[src/rtl/regfile_writeback_pkg.sv]
// Shared widths and queue entry layout for the register-file write-back slice.
package regfile_writeback_pkg;

    localparam int DATA_WIDTH   = 32;
    localparam int NUM_REGISTER = 32;
    localparam int AW           = $clog2(NUM_REGISTER);

    typedef struct packed {
        logic                  valid;
        logic [AW-1:0]         addr;
        logic [DATA_WIDTH-1:0] data;
    } wb_entry_t;

endpackage

[src/rtl/regfile_writeback_if.sv]
// Producer, register-file write port and decode bypass signals of the write-back unit.
interface regfile_writeback_if;
    import regfile_writeback_pkg::*;

    logic                    i_lsu_valid;
    logic                    o_lsu_ready;
    logic [AW-1:0]           i_lsu_rd_addr;
    logic [DATA_WIDTH-1:0]   i_lsu_data;

    logic                    i_alu_valid;
    logic                    o_alu_ready;
    logic [AW-1:0]           i_alu_rd_addr;
    logic [DATA_WIDTH-1:0]   i_alu_data;

    logic                    o_we;
    logic [AW-1:0]           o_rd_addr;
    logic [DATA_WIDTH-1:0]   o_rd;

    logic [AW-1:0]           i_rs1_addr;
    logic [AW-1:0]           i_rs2_addr;
    logic                    o_rs1_fwd;
    logic                    o_rs2_fwd;
    logic [DATA_WIDTH-1:0]   o_rs1_fwd_data;
    logic [DATA_WIDTH-1:0]   o_rs2_fwd_data;

    logic [NUM_REGISTER-1:0] o_busy;
    logic                    o_empty;

    modport master (
        output i_lsu_valid, i_lsu_rd_addr, i_lsu_data,
        output i_alu_valid, i_alu_rd_addr, i_alu_data,
        output i_rs1_addr, i_rs2_addr,
        input  o_lsu_ready, o_alu_ready,
        input  o_we, o_rd_addr, o_rd,
        input  o_rs1_fwd, o_rs2_fwd, o_rs1_fwd_data, o_rs2_fwd_data,
        input  o_busy, o_empty
    );

    modport slave (
        input  i_lsu_valid, i_lsu_rd_addr, i_lsu_data,
        input  i_alu_valid, i_alu_rd_addr, i_alu_data,
        input  i_rs1_addr, i_rs2_addr,
        output o_lsu_ready, o_alu_ready,
        output o_we, o_rd_addr, o_rd,
        output o_rs1_fwd, o_rs2_fwd, o_rs1_fwd_data, o_rs2_fwd_data,
        output o_busy, o_empty
    );

endinterface

[src/rtl/regfile_wb_queue.sv]
// Circular in-order result queue: two ordered push ports (a older than b), one pop,
// and per-entry address compare returning the youngest matching entry's data.
module regfile_wb_queue
    import regfile_writeback_pkg::*;
#(
    parameter int DEPTH = 2
) (
    input  logic                          i_clk,
    input  logic                          i_rst_n,
    input  logic                          i_push_a,
    input  logic [AW-1:0]                 i_a_addr,
    input  logic [DATA_WIDTH-1:0]         i_a_data,
    input  logic                          i_push_b,
    input  logic [AW-1:0]                 i_b_addr,
    input  logic [DATA_WIDTH-1:0]         i_b_data,
    output wb_entry_t                     o_head,
    output logic [$clog2(DEPTH+1)-1:0]    o_count,
    output logic [DEPTH-1:0]              o_valid,
    output logic [DEPTH-1:0][AW-1:0]      o_addr,
    input  logic [AW-1:0]                 i_rs1_addr,
    input  logic [AW-1:0]                 i_rs2_addr,
    output logic                          o_rs1_hit,
    output logic [DATA_WIDTH-1:0]         o_rs1_data,
    output logic                          o_rs2_hit,
    output logic [DATA_WIDTH-1:0]         o_rs2_data
);

    localparam int PW = $clog2(DEPTH);
    localparam int CW = $clog2(DEPTH+1);

    wb_entry_t [DEPTH-1:0] entries_q, entries_d;
    logic [PW-1:0]         head_q, head_d;
    logic [PW-1:0]         tail_q, tail_d;
    logic [CW-1:0]         count_q, count_d;
    logic                  pop;
    logic [PW-1:0]         wr_ptr;
    logic [PW-1:0]         idx;

    // The register file always accepts, so any resident head retires every cycle.
    assign pop = (count_q != '0);

    always_comb begin
        entries_d = entries_q;
        head_d    = head_q;
        wr_ptr    = tail_q;
        if (pop) begin
            entries_d[head_q].valid = 1'b0;
            head_d = head_q + 1'b1;
        end
        if (i_push_a) begin
            entries_d[wr_ptr] = '{valid: 1'b1, addr: i_a_addr, data: i_a_data};
            wr_ptr = wr_ptr + 1'b1;
        end
        if (i_push_b) begin
            entries_d[wr_ptr] = '{valid: 1'b1, addr: i_b_addr, data: i_b_data};
            wr_ptr = wr_ptr + 1'b1;
        end
        tail_d  = wr_ptr;
        count_d = count_q + CW'(i_push_a) + CW'(i_push_b) - CW'(pop);
    end

    always_ff @(posedge i_clk or negedge i_rst_n) begin
        if (!i_rst_n) begin
            entries_q <= '0;
            head_q    <= '0;
            tail_q    <= '0;
            count_q   <= '0;
        end else begin
            entries_q <= entries_d;
            head_q    <= head_d;
            tail_q    <= tail_d;
            count_q   <= count_d;
        end
    end

    // Walk oldest to youngest so a later match overrides an earlier one.
    always_comb begin
        o_rs1_hit  = 1'b0;
        o_rs1_data = '0;
        o_rs2_hit  = 1'b0;
        o_rs2_data = '0;
        idx        = head_q;
        for (int k = 0; k < DEPTH; k++) begin
            idx = head_q + PW'(k);
            if (entries_q[idx].valid && entries_q[idx].addr == i_rs1_addr) begin
                o_rs1_hit  = 1'b1;
                o_rs1_data = entries_q[idx].data;
            end
            if (entries_q[idx].valid && entries_q[idx].addr == i_rs2_addr) begin
                o_rs2_hit  = 1'b1;
                o_rs2_data = entries_q[idx].data;
            end
        end
    end

    always_comb begin
        o_valid = '0;
        o_addr  = '0;
        for (int i = 0; i < DEPTH; i++) begin
            o_valid[i] = entries_q[i].valid;
            o_addr[i]  = entries_q[i].addr;
        end
    end

    assign o_head  = entries_q[head_q];
    assign o_count = count_q;

endmodule

[src/rtl/regfile_writeback.sv]
// Write-back unit: merges LSU and ALU results into one register-file write port,
// with a pending-write scoreboard and youngest-data bypass for decode.
module regfile_writeback
    import regfile_writeback_pkg::*;
#(
    parameter int DEPTH = 2
) (
    input  logic                i_clk,
    input  logic                i_rst_n,
    regfile_writeback_if.slave  bus
);

    localparam int            CW     = $clog2(DEPTH+1);
    localparam logic [CW-1:0] FULL   = CW'(DEPTH);
    localparam logic [CW-1:0] ALMOST = CW'(DEPTH-1);

    logic [CW-1:0]           count;
    logic                    lsu_ready;
    logic                    alu_ready;
    logic                    push_lsu;
    logic                    push_alu;
    wb_entry_t               head;
    logic [DEPTH-1:0]        ent_valid;
    logic [DEPTH-1:0][AW-1:0] ent_addr;
    logic                    rs1_hit;
    logic                    rs2_hit;
    logic [DATA_WIDTH-1:0]   rs1_data;
    logic [DATA_WIDTH-1:0]   rs2_data;
    logic [NUM_REGISTER-1:0] busy;

    // Readies look only at registered occupancy; the ALU yields the last slot to the LSU.
    always_comb begin
        lsu_ready = (count < FULL);
        alu_ready = (count < ALMOST) || (count == ALMOST && !bus.i_lsu_valid);
        push_lsu  = bus.i_lsu_valid && lsu_ready && (bus.i_lsu_rd_addr != '0);
        push_alu  = bus.i_alu_valid && alu_ready && (bus.i_alu_rd_addr != '0);
    end

    regfile_wb_queue #(
        .DEPTH (DEPTH)
    ) u_queue (
        .i_clk      (i_clk),
        .i_rst_n    (i_rst_n),
        .i_push_a   (push_lsu),
        .i_a_addr   (bus.i_lsu_rd_addr),
        .i_a_data   (bus.i_lsu_data),
        .i_push_b   (push_alu),
        .i_b_addr   (bus.i_alu_rd_addr),
        .i_b_data   (bus.i_alu_data),
        .o_head     (head),
        .o_count    (count),
        .o_valid    (ent_valid),
        .o_addr     (ent_addr),
        .i_rs1_addr (bus.i_rs1_addr),
        .i_rs2_addr (bus.i_rs2_addr),
        .o_rs1_hit  (rs1_hit),
        .o_rs1_data (rs1_data),
        .o_rs2_hit  (rs2_hit),
        .o_rs2_data (rs2_data)
    );

    always_comb begin
        busy = '0;
        for (int i = 0; i < DEPTH; i++) begin
            if (ent_valid[i]) begin
                busy[ent_addr[i]] = 1'b1;
            end
        end
        busy[0] = 1'b0;
    end

    assign bus.o_lsu_ready    = lsu_ready;
    assign bus.o_alu_ready    = alu_ready;
    assign bus.o_we           = head.valid;
    assign bus.o_rd_addr      = head.valid ? head.addr : '0;
    assign bus.o_rd           = head.valid ? head.data : '0;
    assign bus.o_rs1_fwd      = rs1_hit && (bus.i_rs1_addr != '0);
    assign bus.o_rs2_fwd      = rs2_hit && (bus.i_rs2_addr != '0);
    assign bus.o_rs1_fwd_data = (rs1_hit && bus.i_rs1_addr != '0) ? rs1_data : '0;
    assign bus.o_rs2_fwd_data = (rs2_hit && bus.i_rs2_addr != '0) ? rs2_data : '0;
    assign bus.o_busy         = busy;
    assign bus.o_empty        = (count == '0);

endmodule

[src/flat_wrapper.sv]
// flat-port wrapper written by rule: the top's interface ports become plain ports
module regfile_writeback_flat import regfile_writeback_pkg::*;
#(
    parameter int DEPTH = 2
)
  (i_clk, i_rst_n, bus_i_lsu_valid, bus_i_lsu_rd_addr, bus_i_lsu_data, bus_i_alu_valid, bus_i_alu_rd_addr, bus_i_alu_data, bus_i_rs1_addr, bus_i_rs2_addr, bus_o_lsu_ready, bus_o_alu_ready, bus_o_we, bus_o_rd_addr, bus_o_rd, bus_o_rs1_fwd, bus_o_rs2_fwd, bus_o_rs1_fwd_data, bus_o_rs2_fwd_data, bus_o_busy, bus_o_empty);
  regfile_writeback_if bus_i ();
  input  logic i_clk;
  input  logic i_rst_n;
  input wire logic [$bits(bus_i.i_lsu_valid)-1:0] bus_i_lsu_valid;
  input wire logic [$bits(bus_i.i_lsu_rd_addr)-1:0] bus_i_lsu_rd_addr;
  input wire logic [$bits(bus_i.i_lsu_data)-1:0] bus_i_lsu_data;
  input wire logic [$bits(bus_i.i_alu_valid)-1:0] bus_i_alu_valid;
  input wire logic [$bits(bus_i.i_alu_rd_addr)-1:0] bus_i_alu_rd_addr;
  input wire logic [$bits(bus_i.i_alu_data)-1:0] bus_i_alu_data;
  input wire logic [$bits(bus_i.i_rs1_addr)-1:0] bus_i_rs1_addr;
  input wire logic [$bits(bus_i.i_rs2_addr)-1:0] bus_i_rs2_addr;
  output wire logic [$bits(bus_i.o_lsu_ready)-1:0] bus_o_lsu_ready;
  output wire logic [$bits(bus_i.o_alu_ready)-1:0] bus_o_alu_ready;
  output wire logic [$bits(bus_i.o_we)-1:0] bus_o_we;
  output wire logic [$bits(bus_i.o_rd_addr)-1:0] bus_o_rd_addr;
  output wire logic [$bits(bus_i.o_rd)-1:0] bus_o_rd;
  output wire logic [$bits(bus_i.o_rs1_fwd)-1:0] bus_o_rs1_fwd;
  output wire logic [$bits(bus_i.o_rs2_fwd)-1:0] bus_o_rs2_fwd;
  output wire logic [$bits(bus_i.o_rs1_fwd_data)-1:0] bus_o_rs1_fwd_data;
  output wire logic [$bits(bus_i.o_rs2_fwd_data)-1:0] bus_o_rs2_fwd_data;
  output wire logic [$bits(bus_i.o_busy)-1:0] bus_o_busy;
  output wire logic [$bits(bus_i.o_empty)-1:0] bus_o_empty;
  assign bus_i.i_lsu_valid = bus_i_lsu_valid;
  assign bus_i.i_lsu_rd_addr = bus_i_lsu_rd_addr;
  assign bus_i.i_lsu_data = bus_i_lsu_data;
  assign bus_i.i_alu_valid = bus_i_alu_valid;
  assign bus_i.i_alu_rd_addr = bus_i_alu_rd_addr;
  assign bus_i.i_alu_data = bus_i_alu_data;
  assign bus_i.i_rs1_addr = bus_i_rs1_addr;
  assign bus_i.i_rs2_addr = bus_i_rs2_addr;
  assign bus_o_lsu_ready = bus_i.o_lsu_ready;
  assign bus_o_alu_ready = bus_i.o_alu_ready;
  assign bus_o_we = bus_i.o_we;
  assign bus_o_rd_addr = bus_i.o_rd_addr;
  assign bus_o_rd = bus_i.o_rd;
  assign bus_o_rs1_fwd = bus_i.o_rs1_fwd;
  assign bus_o_rs2_fwd = bus_i.o_rs2_fwd;
  assign bus_o_rs1_fwd_data = bus_i.o_rs1_fwd_data;
  assign bus_o_rs2_fwd_data = bus_i.o_rs2_fwd_data;
  assign bus_o_busy = bus_i.o_busy;
  assign bus_o_empty = bus_i.o_empty;
  regfile_writeback #(.DEPTH(DEPTH)) u_core (.i_clk(i_clk), .i_rst_n(i_rst_n), .bus(bus_i));
endmodule
[config.mk]
export PLATFORM = sky130hd
export DESIGN_NAME = regfile_writeback_flat
export DESIGN_NICKNAME = d
export VERILOG_FILES = /design/src/rtl/regfile_writeback_pkg.sv /design/src/rtl/regfile_writeback_if.sv /design/src/rtl/regfile_wb_queue.sv /design/src/rtl/regfile_writeback.sv /design/src/flat_wrapper.sv
export SDC_FILE = /design/constraint.sdc
export NUM_CORES = 1
export LEC_CHECK = 0
export ABC_CLOCK_PERIOD_IN_PS = 3310
export BUFFER_PORTS_ARGS = -buffer_cell sky130_fd_sc_hd__buf_2
export CAP_MARGIN = 15
export CORE_ASPECT_RATIO = 0.9
export CORE_MARGIN = 2
export CORE_UTILIZATION = 46
export CTS_BUF_LIST = sky130_fd_sc_hd__clkbuf_16
export CTS_CLUSTER_DIAMETER = 120
export DETAILED_ROUTE_END_ITERATION = 8
export PLACE_DENSITY_LB_ADDON = 0.25
export SLEW_MARGIN = 30
export SYNTH_ARGS = -nofsm -noshare
export SYNTH_HDL_FRONTEND = slang
export SYNTH_SLANG_ARGS = --single-unit
[constraint.sdc]
create_clock -name i_clk -period 3.31 [get_ports i_clk]
set_input_delay 0 -clock i_clk [delete_from_list [all_inputs] [get_ports i_clk]]
set_output_delay 0 -clock i_clk [all_outputs]
set_load 0.05 [all_outputs]
Word level (Yosys, flattened, before mapping)
Cells that the tools add are included. Widths: inputs -> output; s select.

Mux-type cells: 36. Magnitude comparators: 13. $add $sub $neg: 6. Bitwise operators: 1. Eq/ne operators: 5. Reductions and logical operators: 24.

Operators with widths (number): $mux 32 (9); $mux 38 (7); $bwmux 76 (3); $mux 76 (3); $demux 38 s1 (3); $or 32x32->32 (1); $eq 5x5->1 (4); $reduce_bool 5->1 (4); $logic_and 1x1->1 (16); $lt 5x6->1 const B (2); $demux 1 s5 (2); $ge 5x1->1 const B (2); $lt 1x2->1 const B (4); $mux 1 (8); $mux 5 (1); $add 2x1->2 (2); $add 1x1->1 const B (3); $ge 1x1->1 const B (3); $eq 2x1->1 const B (1); $logic_not 2->1 (1); $lt 2x1->1 const B (1); $lt 2x2->1 const B (1); $reduce_bool 2->1 (1); $sub 2x1->2 (1); other kinds (2) (2).

Register bits after elaboration: 80. Bits of input ports: 88. Output and inout bits: 139.

Logic depth before layout (Yosys ltp)
Gate-level depths: netlist of run 1.

Word-level depth: 10. Depth in mapped cells: 10. Mapped depth without buffers: 6.

Modules after synthesis
From an unflattened synthesis of run 1, not the netlist that was laid out.

Cell total of the unflattened synthesis: 1131. Area, all modules: 8808.4 um^2.

Modules (own cells, without submodules): regfile_wb_queue (instances 1, area an instance 7412.1 um^2, cells an instance 871); regfile_writeback (instances 1, area an instance 1396.3 um^2, cells an instance 260).

Least setup slack after synthesis of run 1
OpenSTA, ideal clock, no wires.

Path kind: register -> output. From: reg u_core.u_queue.head_q. To: out bus_o_rs1_fwd_data[23]. Required time: 3.310 ns. Arrival: 3.238 ns. Path buffers: 3. Cell stages (with the launch flop): 10. Slack: 0.072 ns. Path through: dfrtp_1 -> buf_6 -> buf_6 -> mux2i_2 -> xor2_1 -> nand4_1 -> a2111oi_4 -> buf_6 -> a221oi_1 -> a211oi_1.

Cells in the longest elaborated chain, start to end: 8. Elaborated cells on any way between the ends: 15. Those cells by class: add/sub: 1; eq/ne: 2; mux: 9; reduce/logical: 3.

RTL lines: from (decl) (line regfile_wb_queue.sv:32) `logic [PW-1:0] head_q, head_d;`; from (signal assigned) (line regfile_wb_queue.sv:65) `head_q <= '0;`; from (signal assigned) (line regfile_wb_queue.sv:70) `head_q <= head_d;`; $add 1x1->1 or $mux 38 (tied branches) (line regfile_wb_queue.sv:84, regfile_wb_queue.sv:85); $mux 38 (on tied branches) (line regfile_wb_queue.sv:87, regfile_wb_queue.sv:85); $mux 38 (implied by the code) or $eq 5x5->1 (tied branches) (line regfile_wb_queue.sv:87, regfile_wb_queue.sv:85); $eq 5x5->1 or $logic_and 1x1->1 (tied branches) (line regfile_wb_queue.sv:85) `if (entries_q[idx].valid && entries_q[idx].addr == i_rs1_addr) begin`; $logic_and 1x1->1 or $mux 1 (tied branches) (line regfile_wb_queue.sv:85); $mux 1 (line regfile_wb_queue.sv:85); $logic_and 1x1->1 (line regfile_writeback.sv:79) `assign bus.o_rs1_fwd_data = (rs1_hit && bus.i_rs1_addr != '0) ? rs1_data : '0;`; $mux 32 (*) (line regfile_writeback.sv:79); to (decl) (line flat_wrapper.sv:25) `output wire logic [$bits(bus_i.o_rs1_fwd_data)-1:0] bus_o_rs1_fwd_data;`.

Every way passes the cells marked *; elsewhere a longest branch is shown, timed or not. The select of a mux whose other input is x is not followed.

Worst setup path after layout of run 1
From: reg u_core.u_queue.head_q. To: out bus_o_rs1_fwd_data[16].

Same word-level chain as after synthesis.

==> impl_metrics.py, run 1 <==
metrics = {
    "outcome": {
        "status": "complete, no violations",
    },
    "die": {
        "num_io_pins": 227,
        "die_y_microns": 120.3,
        "fp-row-count": 42,
        "initial_core_util_pct": 46.98,
        "die_x_microns": 133.2,
        "core_area_sq_um": 14710,
        "die-area_sq_um": 16030,
    },
    "timing": {
        "holdWs_ns": 0.009298,
        "rsz0062_at_grt": "true",
        "finClkSkew_ns": 0.007498,
        "max_freq_ghz": 0.3102,
        "tns_ns": 0,
        "finalCritPeriodShare_pct": 97.38,
        "drv_slew": 0,
        "relSlewSlack_pct": 42.06,
        "fin_crit_ns": 3.223,
        "hold_violations": 0,
        "fin_ws_ns": 0.08661,
        "finalSetupViolCount": 0,
        "tightest_slew_ns": 0.8691,
    },
    "logic_synthesis": {
        "synth-seq-cells": 80,
        "synth_top_area_cell": "dfrtp_1",
        "synth_area_per_cell_sq_um": 8.598,
        "netlist_top_cells_area": "dfrtp_1, mux2i_1, a221oi_1",
        "synth.distinct_cells": 44,
        "syn_area_sq_um": 6913,
        "ys_seq_area_share_pct": 28.96,
        "yosys_warnings": 0,
        "synthCells": 804,
        "yosysTopAreaCellShare_pct": 28.96,
        "synth_nets": 894,
    },
    "layout": {
        "area_growth_pct": 38.24,
        "multi_input_area_sq_um": 4519,
        "instances_no_fill": 1280,
        "drive_gt1_share_pct": 27.26,
        "num_antenna_cells": 0,
        "area.sequential_sq_um": 2006,
        "fillers": 1269,
        "fin_nets": 1168,
    },
    "pwr": {
        "power.total_mw": 11.42,
        "peakVddDrop_v": 0.0008627,
        "p_per_area_nw_per_um2": 1195,
        "leakage_nw": 4.154,
    },
    "clock_network": {
        "insertion_delay_ns": 0.35,
        "h-tree-depth": 3,
        "clkSlewWorstSetupHoldPaths_ns": 0.06,
        "cts_tree": "built",
        "clk_path_buf_depth": 2,
        "cts_root_buf": "clkbuf_16",
        "cts.sinks": 80,
        "cts_inserted_buffers": 9,
    },
    "routing": {
        "wire_per_inst_microns": 18.64,
        "top_layer_used": "met4",
        "routed_wl_microns": 23860,
        "met3_wirelength_microns": 2016,
        "met1_length_microns": 9739,
        "ant_nets": 0,
        "drt-initial-drc-count": 730,
        "drc": 0,
        "met2WireLength_microns": 11440,
        "drtPass1Iterations": 6,
        "via_per_inst": 6.252,
        "via_count": 8003,
    },
    "global_route": {
        "grt_pass1_vias": 7342,
        "grt_pass1_wl_microns": 37120,
        "grt-ovfl-total": 0,
        "grt_max_degree": 113,
        "antenna_found_initial": 0,
        "groute.usage.overall_pct": 28.77,
    },
    "critical_path": {
        "cp-start-kind": "register",
        "worstPathRequired_ns": 3.31,
        "r2r-start": "u_core.u_queue.o_count[1]$_DFF_PN0_",
        "end_kind": "primary output",
        "cp_max_fo": 64,
        "crit_type": "register to primary output",
        "worstPathArrival_ns": 3.22,
        "crit_start": "u_core.u_queue.head_q$_DFFE_PN0N_",
    },
    "placed_design": {
        "portBuffers": 225,
        "hpwl_microns": 15180,
        "dp_slack_ns": 0.3977,
        "place_congestion": 0.9012,
        "place_inst": 1157,
    },
    "min_path": {
        "min_path_type": "input port to register",
        "hp-start": "bus_i_lsu_data[22]",
    },
    "flow_run": {
        "cap_violations": 0,
    },
}
==> critical path, stage by stage, from the launching register on <==
cell	delay [ns]
dfrtp_4	0.58
mux2i_1	0.37
xnor2_1	0.19
nor4_2	0.09
buf_4	0.15
a2111oi_4	0.34
buf_12	0.32
a221oi_1	0.13
a211oi_1	0.36
buf_2	0.33
==> state kept, by name, indices dropped and copies added (netlist names) <==
register	flops
u_core.u_queue.head_q	1
u_core.u_queue.o_valid	2
u_core.u_queue.entries_q	64
u_core.u_queue.o_count	2
u_core.u_queue.o_addr	10
u_core.u_queue.tail_q	1
==> logic make-up after synthesis <==
logic type                 count (synthesis)  synth area share [%]
xor gates and xnor gates                  20                 2.534
DFF                                       80                 28.96
buffers and inverters                     97                 6.661
and+or+nand+nor                          175                 11.87
other                                      1               0.05425
muxes                                    116                 17.01
AOI/OAI and AO/OA                        313                 32.43
adders and majority gates                  2                0.4706
==> layer usage <==
layer / vias up / track usage, %
met2: 427 / 47.83
met1: 3843 / 37.13
met4: 0 / 10.51
met5: - / 0
li1: 3668 / -
met3: 65 / 6.080
==> power breakdown <==
part	total (mW)	switching, mW	internal [mW]
Clock	1.05	0.398	0.648
Combinational	7.95	5.34	2.61
Sequential	2.42	0.937	1.49
==> layout by cell type, fill, tap and decap left out, types with 3 or more instances in the layout <==
cell | synthesis | routed
a211oi_2 | 2 | 3
buf_4 | 2 | 19
o21ai_0 | 57 | 57
mux2i_2 | 4 | 5
a221oi_1 | 64 | 64
or4_1 | 4 | 4
mux2i_1 | 112 | 111
o21ai_1 | 18 | 18
inv_1 | 6 | 8
a21oi_1 | 4 | 4
dfrtp_1 | 80 | 79
a22oi_2 | 3 | 3
nor2_1 | 48 | 43
o22ai_1 | 32 | 32
nand3b_1 | 10 | 10
nand2b_1 | 8 | 8
or3b_2 | 6 | 6
buf_2 | 23 | 218
a22oi_1 | 63 | 63
dlygate4sd3_1 | 0 | 104
xor2_1 | 8 | 8
buf_12 | 0 | 5
clkbuf_4 | 0 | 6
nor2_4 | 0 | 3
a211oi_1 | 63 | 61
nand2_1 | 78 | 78
xnor2_1 | 12 | 12
clkbuf_16 | 0 | 9
nand3_1 | 4 | 4
==> through the flow <==
stage	instance area, sq um	utilization (%)
2_1_floorplan	6913	-
6_report	9557	64.95
3_3_place_gp	8113	55.14
3_5_place_dp	8144	55.35
4_1_cts	9488	64.48
5_1_grt	9557	64.95
==> worst paths after layout <==
| path | endpoint | depth (start not counted) | slack (ns) |
|---|---|---|---|
| setup / recovery | bus_o_rs1_fwd_data[16] | 9 | 0.09 |
| hold / removal | u_core.u_queue.entries_q[22]$_DFF_PN0_ | 3 | 0.009 |
| setup reg to reg | u_core.u_queue.entries_q[14]$_DFF_PN0_ | 9 | 0.59 |
| hold reg to reg | u_core.u_queue.o_count[1]$_DFF_PN0_ | 2 | 0.60 |
| max in group asynchronous | u_core.u_queue.entries_q[51]$_DFF_PN0_ | 3 | 2.21 |
| min in group asynchronous | u_core.u_queue.entries_q[27]$_DFF_PN0_ | 2 | 0.26 |
==> what timing repair did <==
item / 4_1_cts / 5_1_grt
endpoints found under the setup margin: 0 / 73
resized for setup: 0 / 11
buffers inserted: 0 / 4
hold buffers: 104 / 0
endpoints found under the hold margin: 131 / 0
==> cell type report <==
class	count	area share (%)
Multi-Input combinational cell	627	47.29
Timing Repair Buffer	354	25.73
Sequential cell	80	20.99
Tap cell	198	2.592
Clock buffer	9	2.357
Clock inverter	6	0.8117
Inverter	6	0.2357
==> synth_stat cells <==
cell and n:
nand3b_1 10, o21ai_1 18, or2_2 1, or3b_1 1
nor3_1 1, a21oi_1 4, nand2_2 1, and2_1 4
nor2b_1 3, or3b_2 6, clkbuf_1 53, xnor2_1 12
nor2_1 48, a22o_1 2, inv_1 6, xor2_1 8
a211oi_1 63, buf_2 23, a221o_1 1, nor4_2 2
nand3_1 4, mux2i_1 112, buf_1 5, ha_1 1
o21ai_0 57, buf_6 8, fa_1 1, nand4_1 2
a211oi_2 2, or3_1 2, o211ai_1 2, buf_4 2
dfrtp_1 80, nand2_1 78, a221oi_1 64, o22ai_1 32
a22oi_2 3, or4_1 4, a21o_1 1, a2111oi_4 1
mux2i_2 4, nand2b_1 8, a22oi_1 63, conb_1 1
No activity file was read; power rests on OpenSTA's default activity.
==> run 2, diff against run 1 <==
- MAX_ROUTING_LAYER: default -> met4
- SETUP_SLACK_MARGIN: default -> 0.4
==> run 2 against run 1 <==
Net effect:
- the run now ends with negative hold slack left
- hold slack worse by 0.011 ns
- global-route usage grew 4.1 points
- die area unchanged
- cell count increased by 2.0%
- register-to-register slack improved by 0.11 ns
- critical endpoint is now bus_o_rs1_fwd_data[20]
==> impl_metrics.py, run 2 (synthesized netlist as in run 1, its figures left out) <==
metrics = {
    "critical_path": {
        "worstPathRequired_ns": 3.31,
        "slowest_delay_ns": 0.50,
        "path_buf_inv": 5,
        "worstPathArrival_ns": 3.00,
        "cp_cell_sequence": "buf_12, mux2i_4, xnor2_2, nor4_2, buf_4, a2111oi_4, buf_6, buf_12, a221oi_1, a211oi_2, buf_6",
        "cp-start-kind": "register",
        "path_depth": 11,
        "cp_max_fo": 16,
        "r2r-start": "u_core.u_queue.o_count[1]$_DFF_PN0_",
        "cp_slowest_cell": "dfrtp_4",
        "crit_type": "register to primary output",
        "end_kind": "primary output",
        "crit_start": "u_core.u_queue.head_q$_DFFE_PN0N_",
        "reg2reg_depth": 7,
        "cpLargestDelayFamily": "buffers and inverters",
    },
    "global_route": {
        "grt_max_degree": 76,
        "antenna_found_initial": 0,
        "grt_pass1_vias": 7740,
        "groute.usage.overall_pct": 32.83,
        "grt-ovfl-total": 0,
        "grt_pass1_wl_microns": 40830,
    },
    "timing": {
        "finClkSkew_ns": 0.005327,
        "hold_violations": 1,
        "relSlewSlack_pct": 49.71,
        "rsz0062_at_grt": "true",
        "drv_slew": 0,
        "tns_ns": 0,
        "holdWs_ns": -0.001847,
        "finalSetupViolCount": 0,
        "finalCritPeriodShare_pct": 90.54,
        "tightest_slew_ns": 0.7526,
        "max_freq_ghz": 0.3337,
        "fin_crit_ns": 2.997,
    },
    "die": {
        "initial_core_util_pct": 46.98,
        "die_x_microns": 133.2,
        "die-area_sq_um": 16030,
        "die_y_microns": 120.3,
        "num_io_pins": 227,
        "fp-row-count": 42,
        "core_area_sq_um": 14710,
    },
    "routing": {
        "via_per_inst": 6.333,
        "drc": 0,
        "routed_wl_microns": 27090,
        "wire_per_inst_microns": 20.74,
        "drt-initial-drc-count": 828,
        "drtPass1Iterations": 7,
        "via_count": 8271,
        "ant_nets": 0,
    },
    "pwr": {
        "power.total_mw": 12.63,
        "p_per_area_nw_per_um2": 1184,
        "leakage_nw": 4.496,
        "peakVddDrop_v": 0.0008065,
    },
    "layout": {
        "largest-register": "u_core.u_queue.entries_q",
        "area_growth_pct": 54.42,
        "num_antenna_cells": 0,
        "final_cell_mix": "buf_2, mux2i_1, dlygate4sd3_1, nand2_1, dfrtp_1",
        "drive_gt1_share_pct": 36.19,
        "final_common_cell": "buf_2",
        "largest_reg_flops": 64,
        "fin_nets": 1193,
    },
    "flow_run": {
        "cap_violations": 0,
    },
    "clock_network": {
        "clkSlewWorstSetupHoldPaths_ns": 0.07,
        "cts.sinks": 80,
        "cts_root_buf": "clkbuf_16",
        "insertion_delay_ns": 0.35,
        "cts_inserted_buffers": 9,
        "h-tree-depth": 3,
        "clk_path_buf_depth": 2,
        "cts_tree": "built",
    },
    "min_path": {
        "min_path_type": "input port to register",
        "hp-start": "bus_i_lsu_data[20]",
        "hold_depth": 3,
    },
    "outcome": {
        "status": "complete, but fails checks",
        "failed_checks": "negative hold slack",
    },
    "placed_design": {
        "place_congestion": 0.8515,
        "portBuffers": 225,
        "hpwl_microns": 14870,
    },
}
==> run 2: final timing paths <==
path	endpoint	slack, ns
max	bus_o_rs1_fwd_data[20]	0.31
min in group asynchronous	u_core.u_queue.entries_q[62]$_DFF_PN0_	0.14
min reg2reg	u_core.u_queue.o_count[1]$_DFF_PN0_	0.63
max in group asynchronous	u_core.u_queue.entries_q[30]$_DFF_PN0_	2.57
max reg2reg	u_core.u_queue.entries_q[8]$_DFF_PN0_	0.70
min	u_core.u_queue.entries_q[20]$_DFF_PN0_	-0.002
==> run 2: power breakdown <==
part | leakage, nW | internal [mW] | switching [mW] | total, mW
clock | 0.139 | 0.584 | 0.441 | 1.03
combinational | 3.39 | 3.37 | 5.76 | 9.13
sequential | 0.972 | 1.48 | 0.999 | 2.48
==> run 2: timing repair <==
action | 4_1_cts | 5_1_grt
hold buffers | 107 | 0
resized for setup | 57 | 90
cloned | 5 | 3
pin swaps | 3 | 21
hold endpoints to repair | 137 | 0
setup endpoints to repair | 64 | 67
setup buffers | 8 | 13
==> run 2: cell type report <==
type / count / area (sq um)
Timing Repair Buffer: 379 / 3092
Inverter: 6 / 22.52
Fill cell: 1077 / 4039
Sequential cell: 80 / 2007
Tap cell: 198 / 247.7
Clock inverter: 7 / 71.32
Clock buffer: 9 / 225.2
Multi-Input combinational cell: 627 / 5010
==> run 2: metal layers <==
metal,wire length [microns],part of all wire [%],track usage (%)
met5,0,0,-
met4,532,2.0,9.973
met3,2046,7.6,4.319
met2,13390,49,53.72
met1,11110,41,42.88
==> run 2: stage by stage <==
stage / cell area, sq um / cells / utilization (%) / setup WS (ns) / hold WS, ns
floorplan: 7228 / 804 / - / 0.5428 / -0.2956
global placement: 8441 / 1153 / 57.36 / 0.6445 / 0.1416
detailed placement: 8441 / 1153 / 57.36 / 0.6213 / 0.1568
CTS: 10200 / 1289 / 69.33 / 0.3640 / 0.001095
global route: 10680 / 1306 / 72.55 / 0.1562 / 0.02961
finish: 10680 / 1306 / 72.55 / 0.3132 / -0.001847
==> run 2: worst register-to-register path, cell delays in order (launching register included) <==
cell and delay (ns):
dfrtp_1 0.39, inv_1 0.13, o211ai_1 0.26, xor2_1 0.41
nor2b_4 0.24, buf_12 0.29, o21ai_0 0.19, dlygate4sd3_1 0.58
==> run 3, diff against run 2 <==
- MAX_ROUTING_LAYER: met4 -> default
==> run 3 against run 2 <==
Net effect:
- the flow still finishes with violations (negative hold slack)
- clock power is essentially flat
- design area grew 0.41%
- cell count is the same
- total power grew 0.39%
- via count grew 0.11%
- first-iteration DRC count shrank 4.2%
- sequential power is essentially flat
==> impl_metrics.py, run 3 (synthesized netlist as in run 1, its figures left out) <==
metrics = {
    "timing": {
        "finClkSkew_ns": 0.005227,
        "fin_ws_ns": 0.3173,
        "fin_crit_ns": 2.993,
        "finalSetupViolCount": 0,
        "rsz0062_at_grt": "true",
        "max_freq_ghz": 0.3341,
        "tns_ns": 0,
        "finalCritPeriodShare_pct": 90.42,
        "holdWs_ns": -0.004526,
        "relSlewSlack_pct": 49.98,
        "tightest_slew_ns": 0.7485,
        "drv_slew": 0,
        "hold_violations": 1,
    },
    "routing": {
        "drc": 0,
        "drt-initial-drc-count": 793,
        "via_count": 8280,
        "via_per_inst": 6.340,
        "met2WireLength_microns": 13250,
        "drtPass1Iterations": 5,
        "wire_per_inst_microns": 20.87,
        "top_layer_used": "met4",
        "ant_nets": 0,
        "met3_wirelength_microns": 2286,
        "met1_length_microns": 11110,
        "routed_wl_microns": 27250,
    },
    "critical_path": {
        "crit_end": "bus_o_rs1_fwd_data[20]",
        "r2r-start": "u_core.u_queue.o_count[1]$_DFF_PN0_",
        "ff2ff_setup_slack_ns": 0.67,
        "r2r_end": "u_core.u_queue.entries_q[22]$_DFF_PN0_",
        "worstPathArrival_ns": 2.99,
        "cp-start-kind": "register",
        "worstPathRequired_ns": 3.31,
        "reg2reg_depth": 7,
        "cp_max_fo": 16,
        "crit_start": "u_core.u_queue.head_q$_DFFE_PN0N_",
        "end_kind": "primary output",
        "crit_type": "register to primary output",
    },
    "global_route": {
        "groute.usage.overall_pct": 31.94,
        "grt_max_degree": 76,
        "grt_pass1_wl_microns": 40850,
        "antenna_found_initial": 0,
        "grt_pass1_vias": 7737,
        "grt-ovfl-total": 0,
    },
    "clock_network": {
        "clkSlewWorstSetupHoldPaths_ns": 0.07,
        "cts.sinks": 80,
        "cts_tree": "built",
        "clk_path_buf_depth": 2,
        "h-tree-depth": 3,
        "insertion_delay_ns": 0.35,
        "cts_root_buf": "clkbuf_16",
        "cts_inserted_buffers": 9,
    },
    "pwr": {
        "p_int_mw": 5.459,
        "power.total_mw": 12.68,
        "leakage_nw": 4.516,
        "power.switching_mw": 7.224,
        "peakVddDrop_v": 0.0007398,
        "pwr-share-seq_pct": 19.7,
        "p_per_area_nw_per_um2": 1183,
        "clockPowerShare_pct": 8.1,
        "netSwitchingFraction_pct": 56.96,
        "combPwrFrac_pct": 72.2,
    },
    "die": {
        "fp-row-count": 42,
        "die_x_microns": 133.2,
        "die_y_microns": 120.3,
        "die-area_sq_um": 16030,
        "initial_core_util_pct": 46.98,
        "num_io_pins": 227,
        "core_area_sq_um": 14710,
    },
    "layout": {
        "largest-register": "u_core.u_queue.entries_q",
        "area.sequential_sq_um": 2007,
        "final_common_cell": "buf_2",
        "multi_input_area_sq_um": 5046,
        "largest_reg_flops": 64,
        "drive_gt1_share_pct": 36.73,
        "fin_nets": 1193,
        "fillers": 1071,
        "num_antenna_cells": 0,
        "final_cell_mix": "buf_2, mux2i_1, dlygate4sd3_1, nand2_1, dfrtp_1",
        "area_growth_pct": 55.06,
    },
    "placed_design": {
        "place_congestion": 0.8384,
        "dp_slack_ns": 0.6213,
        "hpwl_microns": 14870,
        "portBuffers": 225,
    },
    "flow_run": {
        "cap_violations": 0,
    },
    "outcome": {
        "status": "complete, but fails checks",
        "failed_checks": "negative hold slack",
    },
    "min_path": {
        "min_path_type": "input port to register",
    },
}
-- run 3: metal layers --
layer / global-route usage, % / vias up
met5: 0 / -
li1: - / 3715
met2: 53.63 / 491
met1: 42.53 / 4019
met3: 5.157 / 55
met4: 9.840 / 0
-- run 3: power by group through the flow --
stage	clock (mW)	sequential (mW)	combinational, mW
after CTS	1.03	2.37	8.56
after detailed placement	0	2.39	7.60
after global placement	0	2.37	7.54
after floorplan	0	2.00	6.34
after global routing	1.08	2.57	9.65
final	1.03	2.49	9.16
-- run 3: critical path, cell delays in order (launching register included) --
cell,delay (ns)
dfrtp_4,0.50
buf_12,0.17
mux2i_4,0.20
xnor2_2,0.16
nor4_2,0.33
buf_4,0.18
a2111oi_4,0.07
buf_6,0.17
buf_12,0.16
a221oi_1,0.40
a211oi_2,0.09
buf_6,0.18
-- run 3: worst min path at each step --
stage	start	endpoint	slack, ns	cells past startpoint
final	bus_i_lsu_data[20]	u_core.u_queue.entries_q[20]$_DFF_PN0_	-0.005	3
after floorplan	i_rst_n	u_core.u_queue.entries_q[0]$_DFF_PN0_	-0.30	0
after CTS	bus_i_lsu_data[20]	u_core.u_queue.entries_q[20]$_DFF_PN0_	0.001	3
after detailed placement	i_rst_n	u_core.u_queue.entries_q[62]$_DFF_PN0_	0.16	1
after global placement	i_rst_n	u_core.u_queue.entries_q[62]$_DFF_PN0_	0.14	1
after global routing	bus_i_lsu_data[20]	u_core.u_queue.entries_q[20]$_DFF_PN0_	0.03	3
-- run 3: metrics by stage --
stage	std cells	area, sq um	utilization (%)	hold slack [ns]
floorplan	804	7228	-	-0.2956
global placement	1153	8441	57.36	0.1416
detailed placement	1153	8441	57.36	0.1568
CTS	1289	10200	69.33	0.001095
global route	1306	10720	72.85	0.02720
finish	1306	10720	72.85	-0.004526
-- run 3: cell type report --
type                       count  share of cell area, %
clock inverter                 7                 0.6653
inverter                       6                 0.2101
tap                          198                  2.311
sequential                    80                  18.72
multi-input combinational    627                  47.08
clock buffer                   9                  2.101
timing repair buffer         379                  28.91
-- run 3: repair_timing --
action                     in CTS  in global routing
hold buffers                  107                  0
setup endpoints to repair      64                 67
hold endpoints to repair      137                  0
setup buffers                   8                 13
pin swaps                       3                 23
resized for setup              57                 98
cloned                          5                  3
